### src/rtl/divu_hilo_unit.sv
// divu_hilo_unit: multicycle unsigned divider with HI/LO result registers.
// DIVU starts a restoring divide; MFHI/MFLO read the remainder and quotient.
module divu_hilo_unit #(
  parameter int         WIDTH      = 32,
  parameter logic [5:0] FUNCT_DIVU = 6'd27,
  parameter logic [5:0] FUNCT_MFHI = 6'd16,
  parameter logic [5:0] FUNCT_MFLO = 6'd18
) (
  input  logic             clk,
  input  logic             reset,
  input  logic [5:0]       signal,
  input  logic [WIDTH-1:0] dataA,
  input  logic [WIDTH-1:0] dataB,
  output logic [WIDTH-1:0] dataOut,
  output logic             busy,
  output logic             done
);

  localparam int CNT_W = (WIDTH > 1) ? $clog2(WIDTH) : 1;

  typedef enum logic [1:0] {
    S_IDLE,
    S_RUN,
    S_DONE
  } state_t;

  state_t           r_state;
  logic [5:0]       r_prev_sig;
  logic [WIDTH-1:0] r_hi;
  logic [WIDTH-1:0] r_lo;
  logic [WIDTH-1:0] r_q;
  logic [WIDTH-1:0] r_d;
  logic [WIDTH-1:0] r_r;
  logic [CNT_W-1:0] r_cnt;
  logic             r_busy;
  logic             r_done;

  logic             w_start;
  logic [WIDTH:0]   w_t;
  logic             w_ge;
  logic [WIDTH-1:0] w_diff;
  logic [WIDTH-1:0] w_r_next;
  logic             w_last;

  // Start fires only on the rising edge of a DIVU code while idle
  assign w_start = (r_state == S_IDLE) &&
                   (signal == FUNCT_DIVU) &&
                   (r_prev_sig != FUNCT_DIVU);

  // One restoring step: shift remainder in the quotient MSB, trial subtract
  assign w_t      = {r_r, r_q[WIDTH-1]};
  assign w_ge     = (w_t >= {1'b0, r_d});
  assign w_diff   = w_t[WIDTH-1:0] - r_d;
  assign w_r_next = w_ge ? w_diff : w_t[WIDTH-1:0];
  assign w_last   = (r_cnt == CNT_W'(WIDTH - 1));

  // Edge detector history for the funct code
  always_ff @(posedge clk) begin
    if (reset) r_prev_sig <= 6'd0;
    else       r_prev_sig <= signal;
  end

  // Divide FSM with registered busy/done and HI/LO writeback
  always_ff @(posedge clk) begin
    if (reset) begin
      r_state <= S_IDLE;
      r_hi    <= '0;
      r_lo    <= '0;
      r_q     <= '0;
      r_d     <= '0;
      r_r     <= '0;
      r_cnt   <= '0;
      r_busy  <= 1'b0;
      r_done  <= 1'b0;
    end else begin
      r_done <= 1'b0;
      unique case (r_state)
        S_IDLE: begin
          if (w_start) begin
            r_q     <= dataA;
            r_d     <= dataB;
            r_r     <= '0;
            r_cnt   <= '0;
            r_busy  <= 1'b1;
            r_state <= S_RUN;
          end
        end
        S_RUN: begin
          r_r   <= w_r_next;
          r_q   <= {r_q[WIDTH-2:0], w_ge};
          r_cnt <= r_cnt + 1'b1;
          if (w_last) r_state <= S_DONE;
        end
        S_DONE: begin
          r_hi    <= r_r;
          r_lo    <= r_q;
          r_done  <= 1'b1;
          r_busy  <= 1'b0;
          r_state <= S_IDLE;
        end
        default: r_state <= S_IDLE;
      endcase
    end
  end

  // Read mux: only committed HI/LO are visible
  always_comb begin
    dataOut = '0;
    unique case (1'b1)
      (signal == FUNCT_MFHI): dataOut = r_hi;
      (signal == FUNCT_MFLO): dataOut = r_lo;
      default:                dataOut = '0;
    endcase
  end

  assign busy = r_busy;
  assign done = r_done;

endmodule

### config.mk
export PLATFORM = sky130hd
export DESIGN_NAME = divu_hilo_unit
export DESIGN_NICKNAME = d
export VERILOG_FILES = /design/src/rtl/divu_hilo_unit.sv
export SDC_FILE = /design/constraint.sdc
export NUM_CORES = 1
export LEC_CHECK = 0
export CORE_UTILIZATION = 47
export CTS_BUF_LIST = sky130_fd_sc_hd__clkbuf_2
export DETAILED_ROUTE_END_ITERATION = 6
export GPL_TIMING_DRIVEN = 0
export PLACE_DENSITY = 0.69
export SETUP_SLACK_MARGIN = 0.02
export SLEW_MARGIN = 40
export SYNTH_ARGS = -nofsm -noshare
export SYNTH_HDL_FRONTEND = slang
export SYNTH_SLANG_ARGS = --single-unit
### constraint.sdc
create_clock -name clk -period 4 [get_ports clk]
set_input_delay 1.2 -clock clk [delete_from_list [all_inputs] [get_ports clk]]
set_output_delay 1.2 -clock clk [all_outputs]
set_load 0.02 [all_outputs]
==> results of run 1 <==
timing repair:
| action | CTS | global route |
|---|---|---|
| resized for setup | 194 | 3 |
| pin swaps | 9 | 1 |
| endpoints found under the setup margin | 32 | 23 |
| cloned | 3 | 0 |
cells in the final DEF (no fill, tap or decap), types with 14 or more instances in the layout:
cell type          n
buf_2             21
o21ai_0           29
a21oi_1          138
clkbuf_2          19
clkdlybuf4s50_1   68
ha_1              34
mux2i_1           51
nor2_1            79
xnor2_1           14
nand2_1          309
dfxtp_1          175
a311oi_1          33
inv_1             41
clkbuf_1          53
report_power, final:
group          switching (uW)  internal [uW]
Combinational             235            182
Sequential               10.6           1760
Clock                     668            297
kinds of logic (layout without fill, tap and decap cells):
group / after synthesis / in the layout / synth area share
AND/OR/NAND/NOR: 471 / 471 / 0.217
flip-flops: 175 / 175 / 0.391
multiplexers: 52 / 52 / 0.0583
other: 0 / 1 / 0
XOR/XNOR: 23 / 23 / 0.0225
AO/OA/AOI/OAI: 289 / 289 / 0.207
adder cells (fa/ha/maj): 35 / 35 / 0.0498
buffers and inverters: 121 / 258 / 0.0542
cell type report:
class	instances	area (um^2)	share of cell area
Clock inverter	14	153	0.0144
Antenna cell	1	2.50	0.000235
Tap cell	234	293	0.0275
Timing Repair Buffer	107	1010	0.0949
Clock buffer	17	85.1	0.00800
Buffer	79	373	0.0351
Multi-Input combinational cell	870	5060	0.476
Sequential cell	175	3500	0.330
Inverter	41	154	0.0145
worst min-delay path, stage by stage, from the launching register on:
cell and delay, ns:
dfxtp_1 0.37, nand2_1 0.05, a21oi_1 0.05
sequential cells by signal, summed over array words and instances, names as in the netlist:
register	flops
r_lo	32
r_r	32
r_state	2
r_d	32
r_hi	32
r_cnt	5
busy	1
r_q	32
done	1
r_prev_sig	6
worst min path at each step:
stage | from | endpoint | cells past startpoint
global route | r_hi[30] | r_hi[30] | 2
finish | r_d[24] | r_d[24] | 2
detailed placement | r_hi[16] | r_hi[16] | 2
CTS | r_lo[12] | r_lo[12] | 2
global placement | r_lo[31] | r_lo[31] | 2
floorplan | r_hi[0] | r_hi[0] | 2
routing by layer:
metal | global-route usage | routed length, um
met1 | 0.370 | 11900
met2 | 0.438 | 11800
met5 | 0 | 0
met4 | 0.0891 | 614
met3 | 0.0424 | 1740
stage by stage:
stage / total power [uW] / cell area, um^2
finish: 3160 / 10600
global route: 3280 / 10600
CTS: 3160 / 10600
detailed placement: 2210 / 10300
global placement: 2210 / 10300
floorplan: 2050 / 8950
==> run_results.csv, run 1 <==
group,metric,value,unit
sta,tightest_slew,0.744,ns
sta,finalHoldViolCount,0,
outcome,status,"finished, final reports clean",
sta,fin_ws,0.0978,ns
logic_synthesis,synth_seq_cells,175,
clock_network,clk_pin_slew_worst_paths,0.25,ns
worst_setup_path,rr_worst_depth,11,
logic_synthesis,synth-warning-count,0,
finish,final_util,0.568,
clock_network,cts_buffers,17,
worst_setup_path,path_max_fanout,8,
logic_synthesis,ys_top_cells_by_count,"nand2_1 (309), dfxtp_1 (175), a21oi_1 (138)",
sta,rsz0062_at_grt,"no",
logic_synthesis,async_reset_ff_frac,0,
sta,max_slew_margin,0.504,
detailed_routing,wl_per_cell,17.0,um
logic_synthesis,syn-mean-instance-area,7.68,um^2
clock_network,cts.htree.levels,4,
placement,placed_cells,1503,
worst_setup_path,ff2ff_setup_slack,0.76,ns
logic_synthesis,synthCells,1166,
finish,final-instance-count-excl-fill,1538,
worst_setup_path,cp_slowest_cell,"or3_4",
worst_setup_path,max_stage_delay,0.45,ns
grt,grt_overflow,0,
sta,period_minus_slack,3.90,ns
grt,grt_pass1_wl,41800,um
floorplanning,core,18700,um^2
finish,fill_cells,1823,
sta,fin_skew,0.0452,ns
worst_setup_path,endpoint,"dataOut[20]",
floorplanning,io_pins,106,
logic_synthesis,yosysMostFrequentCell,"nand2_1",
logic_synthesis,netlist_area,8950,um^2
detailed_routing,wl,26100,um
logic_synthesis,synth_edf_count,0,
clock_network,postCtsSetupRepairBufs,0,
logic_synthesis,seq_area_frac_synth,0.391,
floorplanning,dieArea,19600,um^2
worst_hold_path,hp-class,"reg -> reg",
worst_setup_path,crit_chain,"dlygate4sd2_1 -> or3b_4 -> or3_4 -> clkbuf_16 -> nor2_4 -> buf_6",
worst_setup_path,crit_buf_inv,3,
detailed_routing,vias_per_cell,5.61,
worst_setup_path,critical_path.startpoint,"signal[4]",
grt,antenna_found_initial,1,
clock_network,tritoncts,"yes",
placement,io_buffers,103,
worst_setup_path,r2r-end,"r_r[30]",
floorplanning,initial_core_util,0.479,
logic_synthesis,yosys-top-cells-area,"dfxtp_1 (39%), nand2_1 (13%), a21oi_1 (7.7%), mux2i_1 (5.7%), ha_1 (4.8%)",
worst_setup_path,r2r-start,"r_q[31]",
worst_setup_path,critical_path_arrival,2.70,ns
logic_synthesis,ys.flop_type,"dfxtp_1",
worst_setup_path,start_kind,"input pin",
detailed_routing,dr_total_vias,8630,
floorplanning,num_rows,50,
sta,finalCritPeriodShare,0.976,
placement,place_ws,-1.12,ns
floorplanning,die_x,140,um
logic_synthesis,synth_nets,1273,
detailed_routing,drt_iter0_markers,612,
sta,setup_viol,0,
placement,hpwlAfterDp,19500,um
finish,drive_above_1_share,0.0883,
clock_network,ctsHoldBuffers,0,
pwr,p_leak,0.00407,uW
logic_synthesis,synth_top_area_frac,0.391,
detailed_routing,drt_first_pass_iters,5,
logic_synthesis,yosysTopAreaCell,"dfxtp_1",
worst_setup_path,path_class,"in -> out",
placement,gp_congestion,0.932,
sta,slew_violations,0,
clock_network,cts_root_buffer,"clkbuf_2",
clock_network,worstSkewPairLatency,0.78,ns
floorplanning,fp.dieH,140,um
pwr,vdd_ir_drop_max,0.136,mV
clock_network,max-clock-path-buffers,2,
job,max-cap-violations,0,
grt,grt_usage,0.272,
sta,tns,0,ns
grt,first_global_vias,8018,
pwr,power_density,297,nW/um^2
detailed_routing,antenna_left,0,
grt,grt_start_max_net_pins,17,
sta,fmax,256,MHz
finish,nets,1398,
detailed_routing,drc,0,
clock_network,cts.sinks,175,
logic_synthesis,synth.distinct_cells,58,
worst_setup_path,cp.depth,6,
worst_setup_path,crit_path_end_kind,"output pin",
worst_setup_path,cp_top_family,"simple AND/OR/NAND/NOR gates",
sta,timing.hold.ws,0.470,ns
worst_setup_path,cp.required,2.80,ns
finish,syn2layout_area_growth,18.7,%
Note: power is estimated with default switching activity, not from simulation.
==> inputs of run 2 (changes only) <==
SETUP_SLACK_MARGIN = unset   (was 0.02)
==> run 2 against run 1 <==
Compared with the run above:
- worst setup slack lost 0.053 ns
- final cell count unchanged
- non-clock buffer count unchanged
- first-iteration DRC count fell by 0.82%
- critical endpoint is now dataOut[29]
- largest cell class unchanged
- highest routed layer unchanged
==> run_results.csv, run 2 (same netlist as run 1, synthesis figures left out) <==
group,metric,value,unit
worst_setup_path,path_max_fanout,10,
floorplanning,initial_core_util,0.479,
floorplanning,core,18700,um^2
placement,hpwlAfterDp,19500,um
finish,final-instance-count-excl-fill,1538,
floorplanning,dieArea,19600,um^2
sta,finalHoldViolCount,0,
floorplanning,die_x,140,um
floorplanning,num_rows,50,
detailed_routing,drc,0,
clock_network,ctsHoldBuffers,0,
worst_setup_path,cp_slowest_cell,"clkbuf_1",
worst_setup_path,max_stage_delay,0.64,ns
sta,slew_violations,0,
clock_network,tritoncts,"yes",
sta,period_minus_slack,3.96,ns
sta,fmax,253,MHz
floorplanning,io_pins,106,
worst_setup_path,critical_path_arrival,2.76,ns
detailed_routing,drt_first_pass_iters,5,
grt,antenna_found_initial,1,
pwr,power_density,297,nW/um^2
finish,final_common_cell,"nand2_1",
sta,rsz0062_at_grt,"yes",
worst_setup_path,cp.required,2.80,ns
detailed_routing,antenna_left,0,
clock_network,cts.htree.levels,4,
finish,layout_common_cells,"nand2_1 (309), dfxtp_1 (175), a21oi_1 (138)",
pwr,cell_internal_pwr,2240,uW
finish,fill_cells,1824,
clock_network,cts_buffers,17,
pwr,p_leak,0.00407,uW
placement,post_dp_cell_area,10300,um^2
outcome,status,"finished, final reports clean",
detailed_routing,vias_per_cell,5.62,
grt,grt_pass1_wl,41800,um
grt,first_global_vias,8018,
clock_network,cts_root_buffer,"clkbuf_2",
detailed_routing,dr_total_vias,8651,
clock_network,clk_pin_slew_worst_paths,0.25,ns
pwr,vdd_ir_drop_max,0.135,mV
grt,grt_overflow,0,
detailed_routing,wl,26100,um
sta,setup_viol,0,
job,max-cap-violations,0,
finish,final_area,10600,um^2
clock_network,cts.sinks,175,
clock_network,worstSkewPairLatency,0.77,ns
worst_setup_path,start_kind,"input pin",
worst_setup_path,crit_top_cell,"clkbuf_1",
clock_network,max-clock-path-buffers,2,
pwr,power.net_switching,913,uW
worst_setup_path,crit_chain,"clkbuf_1 -> clkbuf_1 -> mux2i_1 -> nor2_1 -> buf_2",
worst_setup_path,crit_path_end_kind,"output pin",
floorplanning,fp.dieH,140,um
pwr,total_power,3160,uW
detailed_routing,wl_per_cell,17.0,um
grt,grt_usage,0.272,
placement,gp_congestion,0.932,
sta,tightest_slew,0.764,ns
pwr,comb_power_share,0.132,
placement,io_buffers,103,
clock_network,postCtsSetupRepairBufs,0,
pwr,pwr-share-seq,0.562,
sta,max_slew_margin,0.491,
placement,placed_cells,1503,
grt,grt_start_max_net_pins,17,
pwr,clkPwrFrac,0.306,
sta,finalCritPeriodShare,0.989,
worst_setup_path,cp_top_family,"buffers and inverters",
pwr,switching_share,0.289,
worst_setup_path,crit_buf_inv,3,
finish,nets,1398,
worst_hold_path,hp-class,"reg -> reg",
worst_setup_path,path_class,"in -> out",
sta,fin_skew,0.0437,ns
finish,drive_above_1_share,0.0867,
finish,syn2layout_area_growth,18.7,%
detailed_routing,drt_iter0_markers,607,
-- run 2: power groups by stage --
stage / Sequential [uW] / Clock, uW / Combinational (uW)
finish: 1780 / 965 / 416
global route: 1780 / 1050 / 447
CTS: 1770 / 981 / 408
detailed placement: 1810 / 0 / 403
global placement: 1810 / 0 / 401
floorplan: 1800 / 0 / 251
-- run 2: per-layer routing --
layer,share of wire,GRT usage,wire length [um]
met1,0.46,0.370,11900
met2,0.45,0.438,11800
met3,0.068,0.0424,1760
met4,0.023,0.0891,608
met5,0,0,0
-- run 2: worst register-to-register path: stages, from the launching register on --
cell	delay, ns
dfxtp_1	0.52
inv_1	0.07
ha_1	0.23
fa_1	0.41
nor2b_1	0.20
o2111ai_1	0.18
nand4_1	0.16
a31oi_1	0.21
o41ai_2	0.70
a21oi_1	0.19
mux2i_1	0.21
nand2_1	0.06
-- run 2: worst paths after layout --
path / start / endpoint / slack (ns) / cells past startpoint
max: signal[1] / dataOut[29] / 0.04 / 5
min: r_d[24] / r_d[24] / 0.47 / 2
min reg2reg: r_d[24] / r_d[24] / 0.47 / 2
max reg2reg: r_q[31] / r_r[30] / 0.77 / 11
-- run 2: cell type report --
cell class / instances / area, um^2 / area share
antenna: 1 / 2.50 / 0.000236
buffer: 79 / 372 / 0.0350
clock buffer: 17 / 85.1 / 0.00801
clock inverter: 14 / 153 / 0.0144
inverter: 41 / 154 / 0.0145
multi-input combinational: 870 / 5060 / 0.476
sequential: 175 / 3500 / 0.330
tap: 234 / 293 / 0.0276
timing repair buffer: 107 / 1010 / 0.0948
-- run 2: what timing repair did --
| item | in CTS | in global routing |
|---|---|---|
| gates cloned | 3 | 0 |
| endpoints found under the hold margin | 0 | 0 |
| resized for setup | 192 | 1 |
| pin swaps | 9 | 1 |
| endpoints found under the setup margin | 32 | 26 |
-- run 2: through the flow --
step | utilization | worst slack, ns | setup TNS, ns | hold slack, ns
after floorplan | - | 0.194 | 0 | 0.436
after global placement | 0.549 | -1.14 | -30.46 | 0.441
after detailed placement | 0.550 | -1.12 | -30.52 | 0.447
after CTS | 0.568 | 0.0148 | 0 | 0.472
after global routing | 0.568 | -0.00340 | -0.00471 | 0.490
final | 0.568 | 0.0446 | 0 | 0.470
==> inputs of run 3 (changes only) <==
ABC_AREA = 1   (was unset)
==> run 3 against run 2 <==
Compared with the run above:
- maximum frequency up 0.82%
- core utilization down 0.17 points
- sequential share of layout area down 1.5 points
- final cell count up 20%
==> run_results.csv, run 3 <==
group,metric,value,unit
worst_setup_path,crit_path_end_kind,"output pin",
placement,hpwlAfterDp,22100,um
pwr,power_density,317,nW/um^2
sta,finalCritPeriodShare,0.981,
placement,place_ws,-0.753,ns
placement,post_dp_cell_area,10900,um^2
floorplanning,num_rows,51,
worst_setup_path,critical_path_arrival,2.72,ns
sta,fin_ws,0.0768,ns
placement,io_buffers,104,
clock_network,cts.sinks,175,
grt,grt_overflow,0,
floorplanning,die_x,144,um
clock_network,cts_buffers,17,
floorplanning,core,19700,um^2
floorplanning,dieArea,20800,um^2
grt,grt_start_max_net_pins,20,
logic_synthesis,synthCells,1444,
worst_setup_path,path_max_fanout,4,
detailed_routing,drt_iter0_markers,694,
job,max-cap-violations,0,
logic_synthesis,synth_compound_area_frac,0.196,
detailed_routing,dr_total_vias,9592,
logic_synthesis,synthSimpleGateAreaFrac,0.255,
worst_setup_path,cp_slowest_cell,"clkdlybuf4s50_1",
grt,grt_usage,0.282,
logic_synthesis,netlist_area,9520,um^2
sta,finalHoldViolCount,0,
logic_synthesis,ys_top_cells_by_count,"nand2_1 (395), inv_1 (220), dfxtp_1 (175)",
pwr,vdd_ir_drop_max,0.213,mV
logic_synthesis,ys.flop_type,"dfxtp_1",
worst_setup_path,path_class,"in -> out",
worst_setup_path,start_kind,"input pin",
clock_network,tritoncts,"yes",
finish,nets,1678,
finish,final_area,11100,um^2
clock_network,worstSkewPairLatency,0.79,ns
floorplanning,fp.dieH,144,um
clock_network,cts.htree.levels,4,
logic_synthesis,seq_area_frac_synth,0.368,
clock_network,clk_pin_slew_worst_paths,0.31,ns
floorplanning,io_pins,106,
sta,max_slew_margin,0.436,
logic_synthesis,syn-mean-instance-area,6.59,um^2
sta,rsz0062_at_grt,"no",
finish,layout_common_cells,"nand2_1 (395), inv_1 (220), dfxtp_1 (175)",
logic_synthesis,synth.distinct_cells,38,
placement,gp_congestion,0.947,
sta,setup_viol,0,
detailed_routing,wl_per_cell,15.4,um
logic_synthesis,synth_seq_cells,175,
clock_network,cts_root_buffer,"clkbuf_2",
detailed_routing,drc,0,
grt,first_global_vias,8720,
worst_setup_path,ff2ff_setup_slack,1.50,ns
finish,syn2layout_area_growth,17.0,%
worst_hold_path,hp-class,"reg -> reg",
logic_synthesis,yosysMostFrequentCell,"nand2_1",
outcome,status,"finished, final reports clean",
worst_setup_path,max_stage_delay,0.45,ns
detailed_routing,vias_per_cell,5.18,
logic_synthesis,synth-warning-count,0,
sta,fmax,255,MHz
sta,period_minus_slack,3.92,ns
logic_synthesis,synthXorXnorAreaFrac,0.0101,
detailed_routing,antenna_left,0,
logic_synthesis,synthAdderAreaFrac,0.0468,
logic_synthesis,async_reset_ff_frac,0,
detailed_routing,wl,28400,um
logic_synthesis,synth_mux_area_frac,0.00105,
finish,drive_above_1_share,0.0947,
logic_synthesis,synth_edf_count,0,
clock_network,max-clock-path-buffers,2,
sta,tightest_slew,0.847,ns
floorplanning,initial_core_util,0.484,
sta,fin_skew,0.0566,ns
worst_setup_path,crit_chain,"clkdlybuf4s50_1 -> inv_1 -> nor2_2 -> nand4_1 -> buf_4 -> buf_4 -> o22ai_1 -> buf_2",
logic_synthesis,synth_top_area_frac,0.368,
logic_synthesis,synth_nets,1551,
finish,final_common_cell,"nand2_1",
worst_setup_path,cp.required,2.80,ns
worst_setup_path,crit_top_cell,"buf_4",
grt,grt_pass1_wl,44900,um
sta,slew_violations,0,
grt,antenna_found_initial,1,
detailed_routing,drt_first_pass_iters,7,
logic_synthesis,yosysTopAreaCell,"dfxtp_1",
sta,timing.hold.ws,0.474,ns
finish,final_util,0.566,
logic_synthesis,yosys-top-cells-area,"dfxtp_1 (37%), nand2_1 (16%), inv_1 (8.7%), a21oi_1 (7.3%), o21ai_0 (7.2%)",
logic_synthesis,synth_top_family_by_area,"simple AND/OR/NAND/NOR gates",
pwr,p_leak,0.00498,uW
run 3: routing by layer:
metal / global-route usage / vias up / wire length (um)
met1: 0.394 / 4372 / 13400
met3: 0.0454 / 36 / 1890
met5: 0 / - / 0
met4: 0.0720 / 0 / 513
met2: 0.449 / 302 / 12600
li1: - / 4882 / -
run 3: report_power, final:
| part | switching [uW] | internal, uW | leakage (uW) |
|---|---|---|---|
| clock network | 740 | 213 | 0.000148 |
| logic | 493 | 297 | 0.00342 |
| registers | 14.1 | 1770 | 0.00141 |
| total | 1250 | 2280 | 0.00498 |
run 3: through the flow:
step | std cells | setup TNS (ns) | power [uW]
finish | 1850 | 0 | 3530
global route | 1850 | 0 | 3720
CTS | 1849 | 0 | 3530
detailed placement | 1813 | -20.85 | 2590
global placement | 1813 | -20.44 | 2580
floorplan | 1444 | 0 | 2350
run 3: what timing repair did:
item / in CTS / in global routing
pin swaps: 2 / 0
hold buffers: 0 / 0
gates resized for setup: 120 / 36
setup buffers: 4 / 0
cloned: 0 / 0
setup endpoints to repair: 32 / 32
run 3: worst max-delay path, delay by kind of cell:
| kind | cells | cell delay [ns] |
|---|---|---|
| buffers and inverters | 5 | 1.05 |
| AO/OA/AOI/OAI | 1 | 0.24 |
| AND/OR/NAND/NOR | 2 | 0.22 |
run 3: path summary, 6_finish.rpt:
path / start / end / depth (start not counted)
min: r_lo[8] / r_lo[8] / 2
max: signal[4] / dataOut[0] / 8
min reg2reg: r_lo[8] / r_lo[8] / 2
max reg2reg: r_q[31] / r_r[28] / 15
run 3: cell families after synthesis:
kind of cell,Yosys count
flops,175
simple gates,576
xor+xnor,11
fa+ha+maj,35
mux,1
buf+inv,298
compound gates,348
run 3: final cells by class:
cell class	count	area, um^2
Timing Repair Buffer	108	926
Buffer	69	328
Sequential cell	175	3500
Clock inverter	14	166
Tap cell	265	332
Fill cell	2071	8520
Clock buffer	18	90.1
Inverter	229	860
Multi-Input combinational cell	971	4920
Antenna cell	1	2.50
